<file path="config.mk">
export PLATFORM = sky130hd
export DESIGN_NAME = hcsr04_controller
export DESIGN_NICKNAME = d
export VERILOG_FILES = /design/src/rtl/hcsr04_controller.sv
export SDC_FILE = /design/constraint.sdc
export NUM_CORES = 1
export LEC_CHECK = 0
export BUFFER_PORTS_ARGS = -buffer_cell sky130_fd_sc_hd__buf_4
export CORE_AREA = 2 2 98 100
export DETAILED_ROUTE_END_ITERATION = 8
export DIE_AREA = 0 0 100 102
export PLACE_DENSITY_LB_ADDON = 0.08
export RECOVER_POWER = 50
export SETUP_SLACK_MARGIN = 0.4
export SLEW_MARGIN = 30
export SYNTH_ARGS = -nofsm -noshare
export SYNTH_HDL_FRONTEND = slang
export SYNTH_SLANG_ARGS = --single-unit
</file>
<file path="constraint.sdc">
create_clock -name clk -period 2.9 [get_ports clk]
set_clock_uncertainty 0.05 [all_clocks]
set_input_delay 0.58 -clock clk [delete_from_list [all_inputs] [get_ports clk]]
set_output_delay 0.58 -clock clk [all_outputs]
set_load 0.1 [all_outputs]
</file>
<file path="src/rtl/hcsr04_controller.sv">
// HC-SR04 ranger driver: issues trigger, times echo, reports raw cycles and cm; enforces timeout and re-trigger holdoff.
// Continuous measurement when HCSR04_AUTO_RETRIGGER_EN is defined (HOLDOFF loops to TRIG instead of IDLE).
module hcsr04_controller #(
    parameter int TRIG_CYCLES    = 500,
    parameter int CYCLES_PER_CM  = 2900,
    parameter int TIMEOUT_CYCLES = 1500000,
    parameter int HOLDOFF_CYCLES = 3000000,
    parameter int CNT_WIDTH      = 24,
    parameter int DIST_WIDTH     = 10
) (
    input  logic                  clk,
    input  logic                  rst_n,
    input  logic                  start,
    output logic                  trigger,
    input  logic                  echo,
    output logic                  busy,
    output logic [CNT_WIDTH-1:0]  echo_cycles,
    output logic [DIST_WIDTH-1:0] distance_cm,
    output logic                  valid,
    output logic                  timeout
);

    typedef enum logic [2:0] {
        IDLE,
        TRIG,
        WAIT_ECHO,
        MEASURE,
        HOLDOFF
    } state_t;

    localparam logic [CNT_WIDTH-1:0] TRIG_LAST = CNT_WIDTH'(TRIG_CYCLES - 1);
    localparam logic [CNT_WIDTH-1:0] TMO_LAST  = CNT_WIDTH'(TIMEOUT_CYCLES - 1);
    localparam logic [CNT_WIDTH-1:0] HOLD_LAST = CNT_WIDTH'(HOLDOFF_CYCLES - 1);
    localparam logic [CNT_WIDTH-1:0] CM_LAST   = CNT_WIDTH'(CYCLES_PER_CM - 1);

    state_t                  state_q;
    logic                    echo_meta_q;
    logic                    echo_s_q;
    logic                    echo_prev_q;
    logic [CNT_WIDTH-1:0]    cnt_q;
    logic [CNT_WIDTH-1:0]    presc_q;
    logic [DIST_WIDTH-1:0]   cm_q;
    logic                    trigger_q;
    logic                    busy_q;
    logic                    valid_q;
    logic                    timeout_q;
    logic [CNT_WIDTH-1:0]    echo_cycles_q;
    logic [DIST_WIDTH-1:0]   distance_q;
    logic                    echo_rise;
    logic                    echo_fall;

    assign echo_rise   = echo_s_q & ~echo_prev_q;
    assign echo_fall   = ~echo_s_q & echo_prev_q;

    assign trigger     = trigger_q;
    assign busy        = busy_q;
    assign valid       = valid_q;
    assign timeout     = timeout_q;
    assign echo_cycles = echo_cycles_q;
    assign distance_cm = distance_q;

    // Both edges see the same 2-flop delay, so the measured width is unbiased.
    always_ff @(posedge clk or negedge rst_n) begin
        if (!rst_n) begin
            echo_meta_q <= 1'b0;
            echo_s_q    <= 1'b0;
            echo_prev_q <= 1'b0;
        end else begin
            echo_meta_q <= echo;
            echo_s_q    <= echo_meta_q;
            echo_prev_q <= echo_s_q;
        end
    end

    always_ff @(posedge clk or negedge rst_n) begin
        if (!rst_n) begin
            state_q       <= IDLE;
            cnt_q         <= '0;
            presc_q       <= '0;
            cm_q          <= '0;
            trigger_q     <= 1'b0;
            busy_q        <= 1'b0;
            valid_q       <= 1'b0;
            timeout_q     <= 1'b0;
            echo_cycles_q <= '0;
            distance_q    <= '0;
        end else begin
            valid_q   <= 1'b0;
            timeout_q <= 1'b0;
            case (state_q)
                IDLE: begin
                    if (start) begin
                        state_q   <= TRIG;
                        trigger_q <= 1'b1;
                        busy_q    <= 1'b1;
                        cnt_q     <= '0;
                    end
                end
                TRIG: begin
                    if (cnt_q == TRIG_LAST) begin
                        state_q   <= WAIT_ECHO;
                        trigger_q <= 1'b0;
                        cnt_q     <= '0;
                    end else begin
                        cnt_q <= cnt_q + 1'b1;
                    end
                end
                WAIT_ECHO: begin
                    if (echo_rise) begin
                        state_q <= MEASURE;
                        cnt_q   <= CNT_WIDTH'(1);
                        presc_q <= '0;
                        cm_q    <= '0;
                    end else if (cnt_q == TMO_LAST) begin
                        state_q   <= HOLDOFF;
                        timeout_q <= 1'b1;
                        cnt_q     <= '0;
                    end else begin
                        cnt_q <= cnt_q + 1'b1;
                    end
                end
                MEASURE: begin
                    if (echo_fall) begin
                        state_q       <= HOLDOFF;
                        echo_cycles_q <= cnt_q;
                        distance_q    <= cm_q;
                        valid_q       <= 1'b1;
                        cnt_q         <= '0;
                    end else if (cnt_q >= TMO_LAST) begin
                        // This cycle would be the TIMEOUT_CYCLES-th echo cycle.
                        state_q   <= HOLDOFF;
                        timeout_q <= 1'b1;
                        cnt_q     <= '0;
                    end else begin
                        cnt_q <= cnt_q + 1'b1;
                        if (presc_q == CM_LAST) begin
                            presc_q <= '0;
                            if (cm_q != {DIST_WIDTH{1'b1}}) begin
                                cm_q <= cm_q + 1'b1;
                            end
                        end else begin
                            presc_q <= presc_q + 1'b1;
                        end
                    end
                end
                HOLDOFF: begin
                    if (cnt_q == HOLD_LAST) begin
                        cnt_q <= '0;
`ifdef HCSR04_AUTO_RETRIGGER_EN
                        state_q   <= TRIG;
                        trigger_q <= 1'b1;
`else
                        state_q <= IDLE;
                        busy_q  <= 1'b0;
`endif
                    end else begin
                        cnt_q <= cnt_q + 1'b1;
                    end
                end
                default: begin
                    state_q   <= IDLE;
                    trigger_q <= 1'b0;
                    busy_q    <= 1'b0;
                    cnt_q     <= '0;
                end
            endcase
        end
    end

endmodule

</file>
==> impl_metrics.csv <==
group,metric,value,unit
outcome,status,"complete, no violations",
sta,rsz0062_at_grt,"yes",
worst_setup_path,end_kind,"register",
worst_setup_path,start_kind,"register",
power_and_ir_drop,p_leak,2.88,nW
global_route,grt-ovfl-total,0,
detailed_routing,wl_per_cell,19.9,um
floorplan,coreArea,9110,um2
clock_tree,htree_levels,3,
floorplan,die_y,102,um
floorplan,io_pins,42,
synthesis,netlist_area,5320,um2
synthesis,ys.flop_type,"dfrtp_1",
placement,place_congestion,0.907,
detailed_routing,drt_iter0_drc,360,
synthesis,synth_edf_count,0,
global_route,antenna_found_initial,0,
sta,tns,0,ns
placement,place_area,5900,um2
placement,pre_cts_slack,0.146,ns
sta,fin_crit_sh,91.5,%
clock_tree,clockBufferDepth,2,
sta,fmax,0.377,GHz
final_layout,final_common_cell,"dfrtp_1",
detailed_routing,routed_wl,14700,um
synthesis,synth_cell_types,58,
power_and_ir_drop,p_per_area,353,nW/um2
global_route,top_usage_layer,"met2",
synthesis,async_flop_share,100,%
worst_setup_path,cp.arrival,2.85,ns
clock_tree,cts.sinks,102,
power_and_ir_drop,vdd.ir_drop.worst,0.295,mV
placement,port_buffers,41,
sta,final_hold_viol_count,0,
clock_tree,path_clk_slew,0.10,ns
global_route,use_met1,36.0,%
hold_path,hold_path_class,"input pin to register",
clock_tree,cts_tree,"yes",
final_layout,diodes,0,
global_route,grtUsageMet3,4.38,%
global_route,grt_pass1_vias,4569,
clock_tree,clk_latency,0.37,ns
floorplan,std_cell_rows,35,
final_layout,final_nets,628,
detailed_routing,vias,4963,
final_layout,layout-drive-gt1-share,33.7,%
floorplan,dieArea,10200,um2
sta,worst_slew_pin_slew,1.18,ns
synthesis,avgSynthCellArea,9.80,um2
detailed_routing,via_per_inst,6.73,
global_route,met2_usage,46.0,%
floorplan,start_util,58.4,%
final_layout,syn2layout_area_growth,27.3,%
sta,slew_headroom,21.6,%
sta,slew_viol_final,0,
sta,min_period,2.65,ns
synthesis,synth_seq_cells,102,
placement,hpwl,8690,um
floorplan,fp.dieW,100,um
clock_tree,postCtsHoldBufs,0,
synthesis,syn_nets,550,
global_route,grt_pass1_wl,22400,um
clock_tree,root_buffer,"clkbuf_8",
final_layout,design_area,6780,um2
final_layout,final_cell_mix,"dfrtp_1, buf_4, nand2_1",
detailed_routing,drt_first_pass_iters,5,
synthesis,ys_warn_count,0,
worst_setup_path,worstPathMaxFanout,8,
synthesis,yosysSeqAreaShare,48.0,%
global_route,grt_max_degree,84,
job,max_cap_violations,0,
global_route,globalRouteTotalUtil,27.4,%
worst_setup_path,worstSetupPathType,"register to register",
clock_tree,cts_made_buffers,9,
sta,setup_viol,0,
synthesis,syn_inst,543,
worst_setup_path,cp.required,3.10,ns
detailed_routing,drc,0,
sta,layout_setup_ws,0.245,ns
detailed_routing,ant_nets,0,
## synthesized netlist by cell type, drive strengths merged, types with 5 or more instances
cell type | instances | area (um2)
dfrtp | 102 | 2550
nand2 | 51 | 191
o21ai | 40 | 200
mux2 | 34 | 383
clkbuf | 29 | 109
nand3 | 28 | 140
a21oi | 26 | 141
nor2 | 26 | 97.6
o31ai | 20 | 150
nand4 | 16 | 100
or3 | 16 | 100
or4 | 16 | 128
nor3 | 14 | 81.3
and3 | 12 | 80.1
inv | 10 | 37.5
buf | 9 | 67.6
o32ai | 9 | 78.8
and2 | 7 | 43.8
nand2b | 7 | 51.3
and4 | 6 | 52.6
nor4b | 5 | 43.8
## area by class of cell
| cell class | count | area (um2) |
|---|---|---|
| flip-flops and latches | 102 | 2550 |
| well taps | 111 | 139 |
| clock buffers | 11 | 131 |
| multi-input cells | 397 | 2990 |
| fillers | 660 | 2330 |
| inverters | 10 | 37.5 |
| repair buffers | 101 | 855 |
| clock inverters | 5 | 66.3 |
## timing repair
| action | in CTS | in global routing |
|---|---|---|
| buffers inserted | 15 | 10 |
| cloned | 4 | 5 |
| endpoints found under the setup margin | 53 | 60 |
| pin swaps | 9 | 46 |
| hold endpoints to repair | 0 | 0 |
| resized for setup | 25 | 70 |
## worst max-delay path: stages (launching register included)
cell      delay, ns
dfrtp_2        0.44
or4_4          0.49
buf_4          0.16
nand3b_1       0.18
o211ai_1       0.32
a21bo_4        0.32
nor3_4         0.23
buf_6          0.15
buf_12         0.11
o32ai_2        0.08
## report_power, final
part / leakage [nW] / internal, mW / switching [mW]
Combinational: 1.38 / 0.00541 / 0.0313
Sequential: 1.40 / 1.42 / 0.00106
Clock: 0.0961 / 0.411 / 0.518
## stage by stage
stage	hold WS (ns)	instances	utilization [%]	total power, mW
2_1_floorplan	0.234	543	-	1.46
3_3_place_gp	0.292	687	64.8	1.49
3_5_place_dp	0.293	687	64.8	1.49
4_1_cts	0.0271	722	69.9	2.40
5_1_grt	0.263	737	74.4	2.47
6_report	0.281	737	74.4	2.39
## registers in the layout (all words and copies together), names as in the netlist, 3 cells and up
signal / count
cnt_q: 24
echo_cycles: 24
presc_q: 24
cm_q: 10
distance_cm: 10
state_q: 3
## path summary, 6_finish.rpt
check                       startpoint         endpoint  slack [ns]  depth (start not counted)
max in group asynchronous        rst_n        cnt_q[22]        0.62                          2
hold reg to reg            echo_meta_q         echo_s_q        0.32                          0
setup / recovery             cnt_q[22]        cnt_q[10]        0.25                          9
min in group asynchronous        rst_n  echo_cycles[15]        0.33                          1
setup reg to reg             cnt_q[22]        cnt_q[10]        0.25                          9
hold / removal                    echo      echo_meta_q        0.28                          1
## per-layer routing
| metal | wire [um] | vias to the layer above | share of wire (%) |
|---|---|---|---|
| met1 | 5720 | 2464 | 39 |
| met4 | 538 | 0 | 3.7 |
| met2 | 7570 | 240 | 52 |
| li1 | - | 2199 | - |
| met5 | 0 | - | 0 |
| met3 | 855 | 60 | 5.8 |
## cells by family (layout without fill, tap and decap cells)
logic type               after synthesis  count (layout)  share of synthesized area, %
AO/OA/AOI/OAI                        135             136                          16.9
XOR/XNOR                               3               3                         0.494
adder cells (fa/ha/maj)                3               3                         0.705
buffers and inverters                 48             127                          4.02
flip-flops                           102             102                          48.0
multiplexers                          35              35                          7.38
AND/OR/NAND/NOR                      217             220                          22.5
Note: power is estimated with default switching activity, not from simulation.
